===== config.mk =====
export PLATFORM = sky130hd
export DESIGN_NAME = hw_return_stack_flat
export DESIGN_NICKNAME = d
export VERILOG_FILES = /design/src/rtl/hw_return_stack_pkg.sv /design/src/rtl/hw_return_stack_if.sv /design/src/rtl/hw_return_stack_regfile.sv /design/src/rtl/hw_return_stack.sv /design/src/flat_wrapper.sv
export SDC_FILE = /design/constraint.sdc
export NUM_CORES = 1
export LEC_CHECK = 0
export CORE_UTILIZATION = 40
export DETAILED_ROUTE_END_ITERATION = 10
export PLACE_DENSITY = 0.67
export REMOVE_ABC_BUFFERS = 1
export SLEW_MARGIN = 30
export SYNTH_ARGS = -nofsm -noshare
export SYNTH_HDL_FRONTEND = slang
export SYNTH_SLANG_ARGS = --single-unit
export TNS_END_PERCENT = 50

===== constraint.sdc =====
create_clock -name clk -period 3.92 [get_ports clk]
set_input_delay 0.98 -clock clk [delete_from_list [all_inputs] [get_ports clk]]
set_output_delay 0.98 -clock clk [all_outputs]
set_load 0.01 [all_outputs]

===== src/rtl/hw_return_stack_pkg.sv =====
// hw_return_stack_pkg
//   Shared definitions for the hardware return/operand stack:
//   - default entry width and depth
//   - stack_op_e, the operation decoded from the push/pop strobes
//   - decode_op(), the helper that maps the push/pop pair onto stack_op_e
package hw_return_stack_pkg;

    localparam int DEF_DATA_W = 13;  // matches the instruction-memory address width
    localparam int DEF_DEPTH  = 16;

    typedef enum logic [1:0] {
        NOP  = 2'd0,
        PUSH = 2'd1,
        POP  = 2'd2,
        REPL = 2'd3   // push and pop together: replace the top entry
    } stack_op_e;

    function automatic stack_op_e decode_op(input logic push, input logic pop);
        stack_op_e op;
        case ({push, pop})
            2'b10:   op = PUSH;
            2'b01:   op = POP;
            2'b11:   op = REPL;
            default: op = NOP;
        endcase
        return op;
    endfunction

endpackage


===== src/rtl/hw_return_stack_if.sv =====
// hw_return_stack_if
//   Bundles the stack command and status signals.
//   master: control unit side (drives push/pop/load_sp/clr_err, reads status)
//   slave : the stack itself
//   Handshake: there is no backpressure. Each command strobe is sampled on
//   the rising clock edge and always takes effect in that cycle; the status
//   outputs reflect registered state only.
interface hw_return_stack_if
    import hw_return_stack_pkg::*;
#(
    parameter int DATA_W = DEF_DATA_W,
    parameter int DEPTH  = DEF_DEPTH
);
    localparam int PTR_W = $clog2(DEPTH);

    logic              push;
    logic              pop;
    logic [DATA_W-1:0] push_data;
    logic              load_sp;
    logic [PTR_W:0]    sp_load_val;
    logic              clr_err;
    logic [DATA_W-1:0] pop_data;
    logic [PTR_W:0]    count;
    logic              empty;
    logic              full;
    logic              overflow;
    logic              underflow;

    modport master (
        output push, pop, push_data, load_sp, sp_load_val, clr_err,
        input  pop_data, count, empty, full, overflow, underflow
    );

    modport slave (
        input  push, pop, push_data, load_sp, sp_load_val, clr_err,
        output pop_data, count, empty, full, overflow, underflow
    );

endinterface


===== src/rtl/hw_return_stack_regfile.sv =====
// hw_return_stack_regfile
//   DEPTH x DATA_W storage with one synchronous write port and one
//   combinational read port. Contents are not reset. Kept separate so it can
//   be swapped for a RAM macro later.
//   Ports: clk, we/waddr/wdata (write), raddr/rdata (read).
module hw_return_stack_regfile #(
    parameter int DATA_W = 13,
    parameter int DEPTH  = 16,
    parameter int PTR_W  = $clog2(DEPTH)
) (
    input  logic              clk,
    input  logic              we,
    input  logic [PTR_W-1:0]  waddr,
    input  logic [DATA_W-1:0] wdata,
    input  logic [PTR_W-1:0]  raddr,
    output logic [DATA_W-1:0] rdata
);

    logic [DATA_W-1:0] mem [DEPTH];

    always_ff @(posedge clk) begin
        if (we) begin
            mem[waddr] <= wdata;
        end
    end

    assign rdata = mem[raddr];

endmodule


===== src/rtl/hw_return_stack.sv =====
// hw_return_stack
//   Dedicated stack for CALL/RET return addresses and PUSH/POP operands.
//   Ports:
//     clk, reset : clock (rising edge) and synchronous active-high reset
//     bus        : hw_return_stack_if.slave (commands in, top/status out)
//   Priority each cycle: reset > load_sp > push/pop.
//   CIRCULAR=0 rejects a push when full; CIRCULAR=1 overwrites the oldest entry.
module hw_return_stack
    import hw_return_stack_pkg::*;
#(
    parameter int DATA_W   = DEF_DATA_W,
    parameter int DEPTH    = DEF_DEPTH,
    parameter bit CIRCULAR = 1'b0
) (
    input  logic              clk,
    input  logic              reset,
    hw_return_stack_if.slave  bus
);

    localparam int PTR_W = $clog2(DEPTH);
    localparam logic [PTR_W:0]   DEPTH_C = (PTR_W + 1)'(DEPTH);
    localparam logic [PTR_W:0]   CNT_ONE = (PTR_W + 1)'(1);
    localparam logic [PTR_W-1:0] PTR_ONE = PTR_W'(1);

    logic [PTR_W-1:0]  wr_ptr, wr_ptr_nxt, top_ptr;
    logic [PTR_W:0]    cnt, cnt_nxt;
    logic              ovf, unf;
    logic              ovf_set, unf_set;
    logic              is_empty, is_full;
    logic              wr_en;
    logic [PTR_W-1:0]  wr_addr;
    logic [DATA_W-1:0] rd_data;
    stack_op_e         op;

    assign top_ptr  = wr_ptr - PTR_ONE;   // wraps naturally modulo DEPTH
    assign is_empty = (cnt == '0);
    assign is_full  = (cnt == DEPTH_C);
    assign op       = decode_op(bus.push, bus.pop);

    always_comb begin
        wr_en      = 1'b0;
        wr_addr    = wr_ptr;
        wr_ptr_nxt = wr_ptr;
        cnt_nxt    = cnt;
        ovf_set    = 1'b0;
        unf_set    = 1'b0;
        case (op)
            PUSH: begin
                if (!is_full) begin
                    wr_en      = 1'b1;
                    wr_ptr_nxt = wr_ptr + PTR_ONE;
                    cnt_nxt    = cnt + CNT_ONE;
                end else begin
                    // Full: circular mode overwrites the oldest slot, which is
                    // exactly the slot wr_ptr points at; count stays DEPTH.
                    ovf_set = 1'b1;
                    if (CIRCULAR) begin
                        wr_en      = 1'b1;
                        wr_ptr_nxt = wr_ptr + PTR_ONE;
                    end
                end
            end
            POP: begin
                if (!is_empty) begin
                    wr_ptr_nxt = wr_ptr - PTR_ONE;
                    cnt_nxt    = cnt - CNT_ONE;
                end else begin
                    unf_set = 1'b1;
                end
            end
            REPL: begin
                if (!is_empty) begin
                    // Replace top: no pointer movement and no flag, even when full.
                    wr_en   = 1'b1;
                    wr_addr = top_ptr;
                end else begin
                    // Nothing to pop: behaves as a plain push, but flags the pop.
                    wr_en      = 1'b1;
                    wr_ptr_nxt = wr_ptr + PTR_ONE;
                    cnt_nxt    = cnt + CNT_ONE;
                    unf_set    = 1'b1;
                end
            end
            default: ;
        endcase

        if (bus.load_sp) begin
            wr_en      = 1'b0;
            wr_ptr_nxt = bus.sp_load_val[PTR_W-1:0];
            cnt_nxt    = (bus.sp_load_val > DEPTH_C) ? DEPTH_C : bus.sp_load_val;
            ovf_set    = 1'b0;
            unf_set    = 1'b0;
        end

        if (reset) begin
            wr_en = 1'b0;
        end
    end

    always_ff @(posedge clk) begin
        if (reset) begin
            wr_ptr <= '0;
            cnt    <= '0;
            ovf    <= 1'b0;
            unf    <= 1'b0;
        end else begin
            wr_ptr <= wr_ptr_nxt;
            cnt    <= cnt_nxt;
            if (!bus.load_sp) begin
                // A new error in the same cycle as clr_err wins.
                ovf <= (ovf & ~bus.clr_err) | ovf_set;
                unf <= (unf & ~bus.clr_err) | unf_set;
            end
        end
    end

    hw_return_stack_regfile #(
        .DATA_W (DATA_W),
        .DEPTH  (DEPTH),
        .PTR_W  (PTR_W)
    ) u_regfile (
        .clk   (clk),
        .we    (wr_en),
        .waddr (wr_addr),
        .wdata (bus.push_data),
        .raddr (top_ptr),
        .rdata (rd_data)
    );

    assign bus.pop_data  = is_empty ? '0 : rd_data;
    assign bus.count     = cnt;
    assign bus.empty     = is_empty;
    assign bus.full      = is_full;
    assign bus.overflow  = ovf;
    assign bus.underflow = unf;

endmodule


===== src/flat_wrapper.sv =====
// flat-port wrapper written by rule: the top's interface ports become plain ports
module hw_return_stack_flat import hw_return_stack_pkg::*;
#(
    parameter int DATA_W   = DEF_DATA_W,
    parameter int DEPTH    = DEF_DEPTH,
    parameter bit CIRCULAR = 1'b0
)
  (clk, reset, bus_push, bus_pop, bus_push_data, bus_load_sp, bus_sp_load_val, bus_clr_err, bus_pop_data, bus_count, bus_empty, bus_full, bus_overflow, bus_underflow);
  hw_return_stack_if #(.DATA_W(DATA_W), .DEPTH(DEPTH)) bus_i ();
  input  logic clk;
  input  logic reset;
  input wire logic [$bits(bus_i.push)-1:0] bus_push;
  input wire logic [$bits(bus_i.pop)-1:0] bus_pop;
  input wire logic [$bits(bus_i.push_data)-1:0] bus_push_data;
  input wire logic [$bits(bus_i.load_sp)-1:0] bus_load_sp;
  input wire logic [$bits(bus_i.sp_load_val)-1:0] bus_sp_load_val;
  input wire logic [$bits(bus_i.clr_err)-1:0] bus_clr_err;
  output wire logic [$bits(bus_i.pop_data)-1:0] bus_pop_data;
  output wire logic [$bits(bus_i.count)-1:0] bus_count;
  output wire logic [$bits(bus_i.empty)-1:0] bus_empty;
  output wire logic [$bits(bus_i.full)-1:0] bus_full;
  output wire logic [$bits(bus_i.overflow)-1:0] bus_overflow;
  output wire logic [$bits(bus_i.underflow)-1:0] bus_underflow;
  assign bus_i.push = bus_push;
  assign bus_i.pop = bus_pop;
  assign bus_i.push_data = bus_push_data;
  assign bus_i.load_sp = bus_load_sp;
  assign bus_i.sp_load_val = bus_sp_load_val;
  assign bus_i.clr_err = bus_clr_err;
  assign bus_pop_data = bus_i.pop_data;
  assign bus_count = bus_i.count;
  assign bus_empty = bus_i.empty;
  assign bus_full = bus_i.full;
  assign bus_overflow = bus_i.overflow;
  assign bus_underflow = bus_i.underflow;
  hw_return_stack #(.DATA_W(DATA_W), .DEPTH(DEPTH), .CIRCULAR(CIRCULAR)) u_core (.clk(clk), .reset(reset), .bus(bus_i));
endmodule

==> flow_metrics.env <==
export IMPL_tightest_hold_check_type="reg2reg"
export IMPL_highest_delay_cell_along_the_critical_path="clkdlybuf4s50_1"
export IMPL_grt_setup_unrepaired="false"
export IMPL_worst_ep_required_time_ns=2.94
export IMPL_synthMostInstantiatedCell="edfxtp_1"
export IMPL_finalHoldViolations=0
export IMPL_syn_mean_instance_area_um2=18.3
export IMPL_mean_routed_wirelength_per_cell_um=22.1
export IMPL_globalRouteTotalUtil_pct=17.1
export IMPL_maxSlewHeadroom_pct=53.7
export IMPL_achievable_frequency_mhz=262
export IMPL_switching_share_pct=24.8
export IMPL_comb_power_share_pct=17.8
export IMPL_place_ws_ns=0.338
export IMPL_post_synth_inst_count=491
export IMPL_vias=4883
export IMPL_route_final_wire_length_um=19300
export IMPL_max_slew_worst_pin_slew_ns=0.692
export IMPL_cts_tree="yes"
export IMPL_final_layout_size_suffix_gt1_share_pct=22.8
export IMPL_core_mm2=0.0220
export IMPL_delay_heaviest_family_cp="buffers and inverters"
export IMPL_finalMaxSlewViolations=0
export IMPL_mappedNetlistArea_mm2=0.00900
export IMPL_synthDominantAreaCellType="edfxtp_1"
export IMPL_netlist_top_cells_area="edfxtp_1 (69%), mux4_2 (12%), mux2i_1 (4.1%)"
export IMPL_drtPass1Iterations=8
export IMPL_root_buffer="clkbuf_16"
export IMPL_finalSetupTns_ns=0
export IMPL_globalRoute_totalOverflow=0
export IMPL_post_layout_nonfiller_instances=873
export IMPL_antenna_cells_inserted=0
export IMPL_ys_async_sr_fraction_pct=0
export IMPL_outcome="finished with violations"
export IMPL_slowest_delay_ns=0.57
export IMPL_first_global_vias=5143
export IMPL_layout_min_cycle_time_ns=3.82
export IMPL_power_density_mw_per_mm2=524
export IMPL_dpl_hpwl_um=12400
export IMPL_arrival_ns=2.84
export IMPL_failed_checks="design-rule violations"
export IMPL_max_cap_viol_count=0
export IMPL_irDropWorstVdd_mv=0.395
export IMPL_cts_made_buffers=23
export IMPL_ff_latch_count_synth=219
export IMPL_path_class="reg2out"
export IMPL_cts_hold_buffers_added=0
export IMPL_cp_buffers_inverters=2
export IMPL_clock_latency_ns=0.51
export IMPL_gp_congestion=0.816
export IMPL_crit_path_start_kind="register"
export IMPL_routed_via_density=5.59
export IMPL_drc=2
export IMPL_initialDrtViolationCount=408
export IMPL_antenna_found_initial=0
export IMPL_die_outline_area_mm2=0.0231
export IMPL_buffer_ports_inserted=45
export IMPL_drt_antenna_violating_nets=0
export IMPL_synth_cells_most_frequent="edfxtp_1 (208), mux4_2 (46), mux2i_1 (37), nor2_1 (30), o22ai_1 (21)"
export IMPL_floorplan_die_width_um=152
export IMPL_synth_ff_type="edfxtp_1"
export IMPL_ctsHtreeMaxLevel=1
export IMPL_sequentialPowerShare_pct=46.2
export IMPL_floorplan_io_pins=46
export IMPL_largest_net_degree_at_the_start_of_global_routing=55
export IMPL_synth_top_cell_area_share_pct=69.4
export IMPL_power_report_internal_total_mw=4.26
export IMPL_postCtsSetupBuffers=0
export IMPL_critical_path_cell_chain="o31a_1, or2_2, nand2b_2, buf_4, o22ai_1, clkdlybuf4s50_1"
export IMPL_critPathCaptureType="output port"
export IMPL_finalHoldWorstSlack_ns=0.505
export IMPL_static_leakage_power_nw=3.62
export IMPL_chipHeight_um=152
export IMPL_cts_path_max_buffers=3
export IMPL_cts_clk_slew_worst_paths_ns=0.06
export IMPL_floorplan_rows=54
export IMPL_synth_edf_count=208
export IMPL_seq_area_frac_synth_pct=71.8
export IMPL_netSwitchingPower_mw=1.41
export IMPL_fin_ws_ns=0.105
export IMPL_skew_ns=0.00858
export IMPL_synth_lib_cells_used_distinct=49
export IMPL_layout_area_overhead_vs_synth_pct=20.1
export IMPL_grt_pass1_wl_um=30100
export IMPL_final_nets=606
export IMPL_setup_viol=0
export IMPL_yosysWarnings=0
export IMPL_period_share_pct=97.3
export IMPL_p_clk_share_pct=36.1
export IMPL_path_max_fanout=8
export IMPL_placed_cell_count=830
export IMPL_fin_area_mm2=0.0108
export IMPL_post_dp_cell_area_mm2=0.0100
export IMPL_initial_utilization_pct=41.0
export IMPL_clock_sinks=219
==> placed cells by master, fill, tap and decap left out, types with 7 or more instances in the layout <==
cell,count
a21oi_1,10
nor2_1,30
dfxtp_1,8
inv_1,11
nor3_1,7
clkdlybuf4s50_1,40
clkbuf_16,23
buf_4,36
mux4_2,46
edfxtp_1,208
mux2i_1,37
o22ai_1,21
nand2_1,13
==> worst reg2reg max path, delay by kind of cell, from the launching register on <==
family,cells,cell delay (ns)
AO/OA/AOI/OAI,1,0.46
buffers and inverters,1,0.22
flip-flops,1,0.40
AND/OR/NAND/NOR,4,1.47
==> stage by stage <==
stage	util, %	power [mW]
5_1_grt	49.2	5.87
3_3_place_gp	45.7	3.64
4_1_cts	49.2	5.72
6_report	49.2	5.67
3_5_place_dp	45.7	3.66
2_1_floorplan	-	3.25
==> flip-flops by register name, summed over array words and instances, names as in the netlist <==
register and flops:
u_core.u_regfile.mem 208, u_core.wr_ptr 4, u_core.bus.count 5, u_core.bus.underflow 1, u_core.bus.overflow 1
==> routing by layer <==
| metal | share of wire, % | GRT usage (%) |
|---|---|---|
| met1 | 43 | 22.6 |
| met5 | 0 | 0 |
| met4 | 2.2 | 5.05 |
| met3 | 4.7 | 2.65 |
| met2 | 50 | 29.4 |
==> power groups by stage <==
| stage | combinational (mW) | sequential [mW] | clock [mW] |
|---|---|---|---|
| after floorplan | 0.558 | 2.69 | 0 |
| after global placement | 0.977 | 2.66 | 0 |
| after detailed placement | 0.990 | 2.67 | 0 |
| after CTS | 1.02 | 2.62 | 2.08 |
| after global routing | 1.07 | 2.62 | 2.18 |
| final | 1.01 | 2.62 | 2.04 |
==> kinds of logic after synthesis <==
logic type | synth area share (%)
adders and majority gates | 0.917
AOI/OAI and AO/OA | 5.20
DFF | 71.8
and+or+nand+nor | 3.70
buffers and inverters | 1.70
muxes | 16.0
xor gates and xnor gates | 0.667
==> cell type report <==
class                      instances  area, µm²
inverter                          12       45.0
fill                            1752      11100
sequential                       219       6470
clock buffer                      30        622
clock inverter                    12       92.6
timing repair buffer              85        822
tap                              280        350
multi-input combinational        235       2410
==> worst paths after layout <==
check                                     startpoint                          end  cells past startpoint  slack [ns]
worst max-delay path                u_core.wr_ptr[0]             bus_pop_data[10]                      6        0.10
worst min-delay path            u_core.bus.underflow         u_core.bus.underflow                      2        0.50
worst max register to register   u_core.bus.count[0]  u_core.u_regfile.mem[2][12]                      6        1.12
worst min register to register  u_core.bus.underflow         u_core.bus.underflow                      2        0.50
==> timing repair <==
action,CTS,global route
hold endpoints to repair,0,0
cloned,1,0
pin swaps,0,0
resized for setup,3,6
endpoints found under the setup margin,7,10
No activity file was read; power rests on OpenSTA's default activity.
